**src/rtl/udp_pkg.sv**
```systemverilog
// Shared types and constants for the UDP receive path.
package udp_pkg;

  localparam int UDP_HDR_BYTES = 8;
  localparam int BYTE_W        = 8;
  localparam int PORT_W        = 16;
  localparam int LEN_W         = 16;
  localparam int CNT_W         = 16;
  localparam int STAT_W        = 32;

  typedef enum logic [2:0] {
    IDLE,
    HEADER,
    LATCH,
    CHECK,
    PAYLOAD,
    DROP
  } rx_state_t;

endpackage

```
**src/rtl/udp_header_parser.sv**
```systemverilog
// Collects the 8-byte UDP header (big-endian) and publishes the port/length
// fields when latch_outputs is pulsed. The checksum bytes are consumed but ignored.
module udp_header_parser
  import udp_pkg::*;
(
  input  logic              clk,
  input  logic              rst_n,
  input  logic              parse_enable,
  input  logic              ready_out,
  input  logic              latch_outputs,
  input  logic [BYTE_W-1:0] s_data,
  input  logic              s_valid,
  output logic              header_done,
  output logic [PORT_W-1:0] src_port,
  output logic [PORT_W-1:0] dst_port,
  output logic [LEN_W-1:0]  length
);

  localparam int IDX_W = $clog2(UDP_HDR_BYTES);

  logic [IDX_W-1:0]  byte_idx;
  logic [PORT_W-1:0] src_q;
  logic [PORT_W-1:0] dst_q;
  logic [LEN_W-1:0]  len_q;
  logic              take;

  assign take        = parse_enable && ready_out && s_valid;
  assign header_done = take && (byte_idx == IDX_W'(UDP_HDR_BYTES - 1));

  // Index restarts whenever the controller leaves HEADER, so every frame starts clean.
  always_ff @(posedge clk or negedge rst_n) begin
    if (!rst_n) begin
      byte_idx <= '0;
      src_q    <= '0;
      dst_q    <= '0;
      len_q    <= '0;
      src_port <= '0;
      dst_port <= '0;
      length   <= '0;
    end else begin
      if (!parse_enable) begin
        byte_idx <= '0;
      end else if (take) begin
        byte_idx <= byte_idx + 1'b1;
        case (byte_idx)
          IDX_W'(0): src_q[15:8] <= s_data;
          IDX_W'(1): src_q[7:0]  <= s_data;
          IDX_W'(2): dst_q[15:8] <= s_data;
          IDX_W'(3): dst_q[7:0]  <= s_data;
          IDX_W'(4): len_q[15:8] <= s_data;
          IDX_W'(5): len_q[7:0]  <= s_data;
          default:   ;
        endcase
      end
      if (latch_outputs) begin
        src_port <= src_q;
        dst_port <= dst_q;
        length   <= len_q;
      end
    end
  end

endmodule

```
**src/rtl/udp_rx_ctrl.sv**
```systemverilog
// UDP receive controller: parses the header, filters on destination port and
// streams the payload. Optional frame counters are enabled with UDP_RX_STATS_EN.
module udp_rx_ctrl
  import udp_pkg::*;
(
  input  logic              clk,
  input  logic              rst_n,
  input  logic [BYTE_W-1:0] s_data,
  input  logic              s_valid,
  input  logic              s_last,
  output logic              s_ready,
  output logic [BYTE_W-1:0] m_data,
  output logic              m_valid,
  output logic              m_last,
  input  logic              m_ready,
  input  logic [PORT_W-1:0] target_port,
  output logic [PORT_W-1:0] src_port,
  output logic [PORT_W-1:0] dst_port,
  output logic [LEN_W-1:0]  length,
  output logic              hdr_valid,
  output logic              drop_pulse,
  output logic              err_pulse,
  output logic              busy
`ifdef UDP_RX_STATS_EN
  ,
  output logic [STAT_W-1:0] frames_ok,
  output logic [STAT_W-1:0] frames_dropped,
  output logic [STAT_W-1:0] frames_err
`endif
);

  rx_state_t        state;
  rx_state_t        tail_state;
  logic [CNT_W-1:0] pay_cnt;
  logic             last_seen;
  logic             parse_enable;
  logic             latch_outputs;
  logic             header_done;
  logic             pay_hs;
  logic             pay_final;

  assign parse_enable  = (state == HEADER);
  assign latch_outputs = (state == LATCH);
  assign pay_hs        = (state == PAYLOAD) && s_valid && m_ready;
  assign pay_final     = (pay_cnt == CNT_W'(1));

  // A frame whose s_last arrived with the header has nothing left to drain.
  assign tail_state = last_seen ? IDLE : DROP;

  udp_header_parser u_parser (
    .clk          (clk),
    .rst_n        (rst_n),
    .parse_enable (parse_enable),
    .ready_out    (parse_enable),
    .latch_outputs(latch_outputs),
    .s_data       (s_data),
    .s_valid      (s_valid),
    .header_done  (header_done),
    .src_port     (src_port),
    .dst_port     (dst_port),
    .length       (length)
  );

  always_comb begin
    s_ready = 1'b0;
    case (state)
      HEADER, DROP: s_ready = 1'b1;
      PAYLOAD:      s_ready = m_ready;
      default:      s_ready = 1'b0;
    endcase
  end

  assign m_valid = (state == PAYLOAD) && s_valid;
  assign m_data  = (state == PAYLOAD) ? s_data : '0;
  assign m_last  = m_valid && (pay_final || s_last);

  always_ff @(posedge clk or negedge rst_n) begin
    if (!rst_n) begin
      state      <= IDLE;
      pay_cnt    <= '0;
      last_seen  <= 1'b0;
      hdr_valid  <= 1'b0;
      drop_pulse <= 1'b0;
      err_pulse  <= 1'b0;
      busy       <= 1'b0;
    end else begin
      hdr_valid  <= 1'b0;
      drop_pulse <= 1'b0;
      err_pulse  <= 1'b0;
      case (state)
        IDLE: begin
          if (s_valid) begin
            state <= HEADER;
            busy  <= 1'b1;
          end
        end
        HEADER: begin
          if (header_done) begin
            state     <= LATCH;
            last_seen <= s_last;
          end else if (s_valid && s_last) begin
            err_pulse <= 1'b1;
            state     <= IDLE;
            busy      <= 1'b0;
          end
        end
        LATCH: state <= CHECK;
        // Short length wins over a port mismatch so malformed frames count as errors.
        CHECK: begin
          if (length < LEN_W'(UDP_HDR_BYTES)) begin
            err_pulse <= 1'b1;
            state     <= tail_state;
            busy      <= !last_seen;
          end else if (dst_port != target_port) begin
            drop_pulse <= 1'b1;
            state      <= tail_state;
            busy       <= !last_seen;
          end else begin
            hdr_valid <= 1'b1;
            if (length == LEN_W'(UDP_HDR_BYTES)) begin
              state <= tail_state;
              busy  <= !last_seen;
            end else begin
              pay_cnt <= length - LEN_W'(UDP_HDR_BYTES);
              state   <= PAYLOAD;
            end
          end
        end
        PAYLOAD: begin
          if (pay_hs) begin
            pay_cnt <= pay_cnt - 1'b1;
            if (pay_final) begin
              state <= s_last ? IDLE : DROP;
              busy  <= !s_last;
            end else if (s_last) begin
              err_pulse <= 1'b1;
              state     <= IDLE;
              busy      <= 1'b0;
            end
          end
        end
        DROP: begin
          if (s_valid && s_last) begin
            state <= IDLE;
            busy  <= 1'b0;
          end
        end
        default: begin
          state <= IDLE;
          busy  <= 1'b0;
        end
      endcase
    end
  end

`ifdef UDP_RX_STATS_EN
  always_ff @(posedge clk or negedge rst_n) begin
    if (!rst_n) begin
      frames_ok      <= '0;
      frames_dropped <= '0;
      frames_err     <= '0;
    end else begin
      if (hdr_valid)  frames_ok      <= frames_ok + 1'b1;
      if (drop_pulse) frames_dropped <= frames_dropped + 1'b1;
      if (err_pulse)  frames_err     <= frames_err + 1'b1;
    end
  end
`endif

endmodule

```
**config.mk**
```make
export PLATFORM = sky130hd
export DESIGN_NAME = udp_rx_ctrl
export DESIGN_NICKNAME = d
export VERILOG_FILES = /design/src/rtl/udp_pkg.sv /design/src/rtl/udp_header_parser.sv /design/src/rtl/udp_rx_ctrl.sv
export SDC_FILE = /design/constraint.sdc
export NUM_CORES = 1
export LEC_CHECK = 0
export BUFFER_PORTS_ARGS = -buffer_cell sky130_fd_sc_hd__buf_2
export CAP_MARGIN = 30
export CORE_UTILIZATION = 45
export CTS_BUF_LIST = sky130_fd_sc_hd__clkbuf_4 sky130_fd_sc_hd__clkbuf_8
export DETAILED_ROUTE_END_ITERATION = 16
export PLACE_DENSITY = 0.7
export REMOVE_ABC_BUFFERS = 1
export SYNTH_ARGS = -nofsm -noshare
export SYNTH_HDL_FRONTEND = slang
export SYNTH_HIERARCHICAL = 1
export SYNTH_SLANG_ARGS = --single-unit
```
**constraint.sdc**
```tcl
create_clock -name clk -period 3.4 [get_ports clk]
set_clock_uncertainty 0.05 [all_clocks]
set_input_delay 0.68 -clock clk [delete_from_list [all_inputs] [get_ports clk]]
set_output_delay 0.68 -clock clk [all_outputs]
set_load 0.005 [all_outputs]
```
# [Yosys cells after proc, flatten, opt, wreduce, memory -nomap -nowiden]
# Index checks and enable logic that the tools add are counted.
[op_classes] eq_ne=23 n_mux=44 magnitude_cmp=1 reduce_logical=23 addsub=3 n_bitwise=1
[ops] op="$mux W16" n=4
[ops] op="$mux W3" n=13
[ops] op="$pmux W16 S2" n=1
[ops] op="$mux W1" n=21
[ops] op="$reduce_and A3 Y1" n=7
[ops] op="$pmux W3 S6" n=1
[ops] op="$eq A16 B1 Y1 const B" n=1
[ops] op="$eq A16 B4 Y1 const B" n=1
[ops] op="$lt A16 B4 Y1 const B" n=1
[ops] op="$ne A16 B16 Y1" n=1
[ops] op="$sub A16 B1 Y16 const B" n=1
[ops] op="$sub A16 B4 Y16 const B" n=1
[ops] op="$eq A3 B3 Y1 const B" n=5
[ops] op="$ne A2 B2 Y1 const B" n=7
[ops] op="$eq A3 B2 Y1 const B" n=4
[ops] op="$mux W8" n=1
[ops] op="$eq A3 B1 Y1 const B" n=2
[ops] op="$logic_and A1 B1 Y1" n=6
[ops] op="$logic_not A3 Y1" n=2
[ops] op="$pmux W1 S6" n=1
[ops] op="$reduce_and A6 Y1" n=1
[ops] op="$reduce_and A5 Y1" n=1
[ops] op="$ne A4 B4 Y1 const B" n=1
[ops] op="$add A3 B1 Y3 const B" n=1
[ops] op="9 further kinds" n=10
[word_totals] ff_bits=123 out_inout_bits=63

# [Logic depth before layout (Yosys ltp)]
[depth] word_depth=5 mapped_depth=8 depth_no_buf=7

# [Hierarchy]
# The synthesis kept the hierarchy.
[modules_own_cells] mod="udp_header_parser" seq_area_each_um2=2477.4 area_per_inst_um2=3863.7 cells_per_inst=229 n_inst=1
[modules_own_cells] mod="udp_rx_ctrl" seq_area_each_um2=600.6 area_per_inst_um2=2158.3 cells_per_inst=262 n_inst=1

# [Worst setup path after synthesis]
# Ideal clock, no wire load.
[synth_path] path_kind="reg-to-reg" startpoint="register state[0]" endpoint="register busy" arrival_ns=2.179 path_slack_ns=1.043 stages_incl_launch_ff=9 n_path_buf=2 synth_period_minus_slack_ns=2.357 path_cell_list="dfrtp_1 > clkbuf_1 > nor3b_1 > and2_4 > buf_8 > and3_2 > a221o_1 > a211oi_2 > mux2_1"
[synth_between] elab_chain_cells=5 word_cells_on_any_way=18
[synth_rtl] item="start: declaration" line="udp_rx_ctrl.sv:32" rtl="rx_state_t state;"
[synth_rtl] item="start signal: assignment" line="udp_rx_ctrl.sv:112" rtl="state <= tail_state;"
[synth_rtl] item="start signal: assignment" line="udp_rx_ctrl.sv:116" rtl="state <= tail_state;"
[synth_rtl] item="start signal: assignment" line="udp_rx_ctrl.sv:121" rtl="state <= tail_state;"
[synth_rtl] item="$eq A3 B1 Y1" line="udp_rx_ctrl.sv:42" rtl="assign parse_enable = (state == HEADER);"
[synth_rtl] item="via parse_enable" line="udp_rx_ctrl.sv:36" rtl="logic parse_enable;"
[synth_rtl] item="$logic_and A1 B1 Y1" line="udp_header_parser.sv:27" rtl="assign take = parse_enable && ready_out && s_valid;"
[synth_rtl] item="$logic_and A1 B1 Y1" line="udp_header_parser.sv:28" rtl="assign header_done = take && (byte_idx == IDX_W'(UDP_HDR_BYTES - 1));"
[synth_rtl] item="via header_done" line="udp_rx_ctrl.sv:38" rtl="logic header_done;"
[synth_rtl] item="$ne A2 B2 Y1 (no line)"
[synth_rtl] item="$reduce_and A6 Y1 (no line)"
[synth_rtl] item="end signal: assignment" line="udp_rx_ctrl.sv:113" rtl="busy <= !last_seen;"
[synth_rtl] item="end signal: assignment" line="udp_rx_ctrl.sv:117" rtl="busy <= !last_seen;"
[synth_rtl] item="end signal: assignment" line="udp_rx_ctrl.sv:122" rtl="busy <= !last_seen;"
[synth_rtl] item="end: declaration" line="udp_rx_ctrl.sv:23" rtl="output logic busy"
# The timed path passes the listed nets, and every way through them passes these cells.
# A chain may end at the register's enable or synchronous reset.

# [Final worst setup path]
[layout_path] startpoint="register pay_cnt[0]" endpoint="output port m_last"
[layout_between] elab_chain_cells=3
[layout_rtl] item="start: declaration" line="udp_rx_ctrl.sv:34" rtl="logic [CNT_W-1:0] pay_cnt;"
[layout_rtl] item="start signal: assignment" line="udp_rx_ctrl.sv:124" rtl="pay_cnt <= length - LEN_W'(UDP_HDR_BYTES);"
[layout_rtl] item="start signal: assignment" line="udp_rx_ctrl.sv:131" rtl="pay_cnt <= pay_cnt - 1'b1;"
[layout_rtl] item="$eq A16 B1 Y1" line="udp_rx_ctrl.sv:45" rtl="assign pay_final = (pay_cnt == CNT_W'(1));"
[layout_rtl] item="$logic_or A1 B1 Y1" line="udp_rx_ctrl.sv:75" rtl="assign m_last = m_valid && (pay_final || s_last);"
[layout_rtl] item="$logic_and A1 B1 Y1" line="udp_rx_ctrl.sv:75"
[layout_rtl] item="end: declaration" line="udp_rx_ctrl.sv:14" rtl="output logic m_last,"
# No other way between the ends.

==> flow_summary.rst <==
.. list-table::
   :header-rows: 1

   * - Metric
     - Value
   * - Distinct cells, synth
     - 64
   * - Data arrival time of the critical path
     - 2.15 ns
   * - Worst hold path class
     - in2async
   * - Run status
     - finished, final reports clean
   * - End of the worst register-to-register path
     - pay_cnt[0]$_DFFE_PN0P_
   * - Power consumption
     - 4.52 mW
   * - Start-to-end type of the worst setup path
     - reg2out
   * - Count of state elements after synthesis
     - 123
   * - Crit path launch
     - pay_cnt[0]$_DFFE_PN0P_
   * - Final worst path period share
     - 0.847
   * - Final-report max-slew violation count
     - 0
   * - Type of element launching the critical path
     - flip-flop
   * - Post-synth ARST share
     - 1.00
   * - Max FO, Critical Path
     - 9
   * - RD Place Congestion
     - 0.874
   * - Global router's overall resource usage
     - 0.217
   * - # diodes
     - 0
   * - Maximum VDD drop
     - 0.329 mV
   * - Nets@finish
     - 629
   * - Vias in the first global route
     - 4,444
   * - Register-to-register setup slack
     - 0.88 ns
   * - Max-slew headroom
     - 0.478
   * - Top cell type's share of synthesized area
     - 0.511
   * - Clock tree buffer depth
     - 2
   * - HPWL Detailed
     - 9960 um
   * - Fraction of layout instances using a drive strength above 1
     - 0.424
   * - Length of the first detailed-routing pass in iterations
     - 5
   * - EDFF count, synth
     - 0
   * - Internal Pwr Total
     - 3.03 mW
   * - Required arrival time at the worst endpoint
     - 2.67 ns
   * - Placement Setup Slack
     - 0.556 ns
   * - Measured slew at the worst slew-check pin
     - 0.783 ns
   * - Port bufs
     - 91
   * - IO Pins
     - 92
   * - F_max
     - 0.347 GHz
   * - FP Rows
     - 41
   * - Post-route cell area
     - 7060 um2
   * - Insertion delay to the later sink of the worst-skew pair
     - 0.44 ns
   * - Placed cell area
     - 6690 um2
   * - Final hold viol count
     - 0
   * - DR vias
     - 4,358
   * - Post-cts sizing count
     - 0
   * - Clock Power Share
     - 0.265
   * - Clock Pin Slew Worst Setup and Hold Paths
     - 0.08 ns
   * - Number of instances in the synthesized netlist
     - 491
   * - Detailed-route vias per instance
     - 5.62
   * - Cell area after synthesis
     - 6020 um2
   * - Maximum level of the CTS H-tree
     - 4
   * - TritonCTS clock tree
     - yes
   * - Maximum number of pins on one net before global-route repair
     - 63
   * - Max-cap violations
     - 0
   * - Share of the core filled with cells in the final layout
     - 0.550
   * - Capturing instance or port of the critical path
     - m_last
   * - Pleak
     - 3.40 nW
   * - Total power density per cell area
     - 641 nW/um2
   * - Width of the chip
     - 118 um
   * - Post-CTS setup-driven buffer insertion count
     - 0
   * - Violation count after the first detailed-route iteration
     - 349
   * - Logic pwr share
     - 0.255
   * - Crit Reg-Reg Startpoint
     - u_parser/dst_port[9]$_DFFE_PN0P_
   * - Placeable core area
     - 12,800 um2
   * - Time the worst path needs with I/O delays and setup
     - 2.88 ns
   * - Setup_tns
     - 0 ns
   * - Total number of clock tree sinks
     - 123
   * - Net switching power
     - 1.49 mW
   * - Floorplan die area
     - 13,800 um2
   * - Setup slack of the critical path after layout
     - 0.519 ns
   * - Root Buffer Master
     - sky130_fd_sc_hd__clkbuf_8
   * - Remaining antenna violation count after routing
     - 0
   * - Sw Ratio
     - 0.329
   * - First-pass GRT wire length
     - 23,300 um
   * - Most used flip-flop cell after synthesis
     - sky130_fd_sc_hd__dfrtp_1
   * - Endpoint type of the worst setup path
     - output port
   * - Synth area leader
     - sky130_fd_sc_hd__dfrtp_1
   * - Synth-to-Final Area Change
     - 17.2%
   * - Dominant cells by area after synthesis
     - sky130_fd_sc_hd__dfrtp_1, sky130_fd_sc_hd__mux2_2, sky130_fd_sc_hd__xor2_1
   * - Count of hold-fix buffers inserted at cts
     - 0
   * - Number of warnings printed during yosys synthesis
     - 6
   * - Die outline height
     - 118 um
   * - Final routed DRC violation total
     - 0
   * - Initial Util
     - 0.470
   * - Proportion of synthesized chip area in sequential cells
     - 0.511
   * - Length in cells of the worst reg-to-reg path
     - 5
   * - Clock buffer count from CTS
     - 17
   * - Share of total power in sequential cells
     - 0.480
   * - Antenna violations before repair
     - 0
   * - Average wire per standard cell
     - 18.3 um
   * - Mean cell area of the mapped netlist
     - 12.3 um2
   * - Final WL
     - 14,200 um
   * - Setup-violating endpoint count in the final report
     - 0
   * - Setup repair after global routing missed its margin
     - false
   * - Total gr overflow
     - 0
## layout make-up
type                    instances  area (um2)
clock buffers                  19         255
multi-input cells             337        2810
inverters                      11        41.3
flip-flops and latches        123        3080
fillers                      1139        5770
well taps                     172         215
repair buffers                101         546
clock inverters                13         110
## worst min path at each step
stage	slack, ns	endpoint	from	depth (start not counted)
2_1_floorplan	0.33	busy$_DFFE_PN0P_	rst_n	0
3_3_place_gp	0.43	u_parser/dst_port[10]$_DFFE_PN0P_	u_parser/dst_q[10]$_DFFE_PN0P_	1
3_5_place_dp	0.44	u_parser/dst_q[3]$_DFFE_PN0P_	u_parser/dst_q[3]$_DFFE_PN0P_	1
4_1_cts	0.26	u_parser/byte_idx[2]$_DFFE_PN0P_	rst_n	1
5_1_grt	0.30	u_parser/dst_q[14]$_DFFE_PN0P_	rst_n	1
6_report	0.27	u_parser/byte_idx[2]$_DFFE_PN0P_	rst_n	1
## power groups by stage
stage               logic, mW  registers (mW)  clock network [mW]
detailed placement       1.16            2.19                   0
floorplan               0.860            2.10                   0
CTS                      1.17            2.16                1.23
finish                   1.15            2.17                1.20
global placement         1.11            2.17                   0
global route             1.28            2.23                1.30
## critical path: stages, from the launching register on
cell                      delay [ns]
sky130_fd_sc_hd__dfrtp_1        0.51
sky130_fd_sc_hd__ha_1           0.19
sky130_fd_sc_hd__nor4b_1        0.37
sky130_fd_sc_hd__and4_1         0.40
sky130_fd_sc_hd__o21a_1         0.15
sky130_fd_sc_hd__buf_2          0.10
## cells by family (layout without fill, tap and decap cells)
kind of cell,after synthesis,count (layout),share of synthesized area
AND/OR/NAND/NOR,135,135,0.135
multiplexers,100,100,0.187
flip-flops,123,123,0.511
AO/OA/AOI/OAI,67,67,0.0856
adder cells (fa/ha/maj),9,9,0.0187
XOR/XNOR,26,26,0.0378
buffers and inverters,31,144,0.0239
## flip-flops by register name, summed over array words and instances, names as in the netlist
register,flops
u_parser/dst_q,16
u_parser/byte_idx,3
drop_pulse,1
busy,1
u_parser/dst_port,16
u_parser/src_port,16
pay_cnt,16
last_seen,1
hdr_valid,1
u_parser/len_q,16
state,3
u_parser/length,16
u_parser/src_q,16
err_pulse,1
## cells in the mapped netlist (3+ instances only)
cell / count
sky130_fd_sc_hd__dfrtp_1: 123
sky130_fd_sc_hd__mux2_2: 97
sky130_fd_sc_hd__nand2_1: 26
sky130_fd_sc_hd__nor2_1: 23
sky130_fd_sc_hd__xor2_1: 21
sky130_fd_sc_hd__nand3_1: 15
sky130_fd_sc_hd__nor3_1: 12
sky130_fd_sc_hd__a21oi_1: 11
sky130_fd_sc_hd__inv_1: 11
sky130_fd_sc_hd__nor4_1: 11
sky130_fd_sc_hd__clkbuf_1: 10
sky130_fd_sc_hd__and2_1: 9
sky130_fd_sc_hd__ha_1: 9
sky130_fd_sc_hd__o21ai_0: 9
sky130_fd_sc_hd__o221ai_1: 9
sky130_fd_sc_hd__a211oi_1: 7
sky130_fd_sc_hd__buf_2: 7
sky130_fd_sc_hd__o211ai_1: 5
sky130_fd_sc_hd__xnor2_1: 5
sky130_fd_sc_hd__nand2b_1: 4
sky130_fd_sc_hd__nor2_4: 4
sky130_fd_sc_hd__or3_1: 4
sky130_fd_sc_hd__a221o_1: 3
sky130_fd_sc_hd__nor2b_1: 3
sky130_fd_sc_hd__nor3b_1: 3
## routing by layer
layer / track usage / share of wire
met2: 0.339 / 0.46
met3: 0.0581 / 0.057
met5: 0 / 0
met4: 0.0609 / 0.012
met1: 0.298 / 0.47
## cell usage in the layout, fill, tap and decap left out, types with 3 or more instances in the layout
cell / netlist / layout
sky130_fd_sc_hd__a211oi_1: 7 / 7
sky130_fd_sc_hd__a21oi_1: 11 / 11
sky130_fd_sc_hd__a221o_1: 3 / 3
sky130_fd_sc_hd__and2_1: 9 / 9
sky130_fd_sc_hd__buf_2: 7 / 90
sky130_fd_sc_hd__buf_4: 2 / 10
sky130_fd_sc_hd__clkbuf_8: 0 / 18
sky130_fd_sc_hd__clkinv_4: 0 / 4
sky130_fd_sc_hd__dfrtp_1: 123 / 123
sky130_fd_sc_hd__ha_1: 9 / 9
sky130_fd_sc_hd__inv_1: 11 / 11
sky130_fd_sc_hd__inv_6: 0 / 5
sky130_fd_sc_hd__mux2_2: 97 / 97
sky130_fd_sc_hd__nand2_1: 26 / 26
sky130_fd_sc_hd__nand2b_1: 4 / 4
sky130_fd_sc_hd__nand3_1: 15 / 15
sky130_fd_sc_hd__nor2_1: 23 / 23
sky130_fd_sc_hd__nor2_4: 4 / 4
sky130_fd_sc_hd__nor2b_1: 3 / 3
sky130_fd_sc_hd__nor3_1: 12 / 12
sky130_fd_sc_hd__nor3b_2: 2 / 4
sky130_fd_sc_hd__nor4_1: 11 / 11
sky130_fd_sc_hd__o211ai_1: 5 / 5
sky130_fd_sc_hd__o21ai_0: 9 / 9
sky130_fd_sc_hd__o221ai_1: 9 / 9
sky130_fd_sc_hd__or3_1: 4 / 4
sky130_fd_sc_hd__xnor2_1: 5 / 5
sky130_fd_sc_hd__xor2_1: 21 / 21
## metrics by stage
step | std cells | hold WS (ns)
floorplan | 471 | 0.334
global placement | 744 | 0.431
detailed placement | 744 | 0.441
CTS | 776 | 0.261
global route | 776 | 0.297
finish | 776 | 0.265
Note: power is estimated with default switching activity, not from simulation.
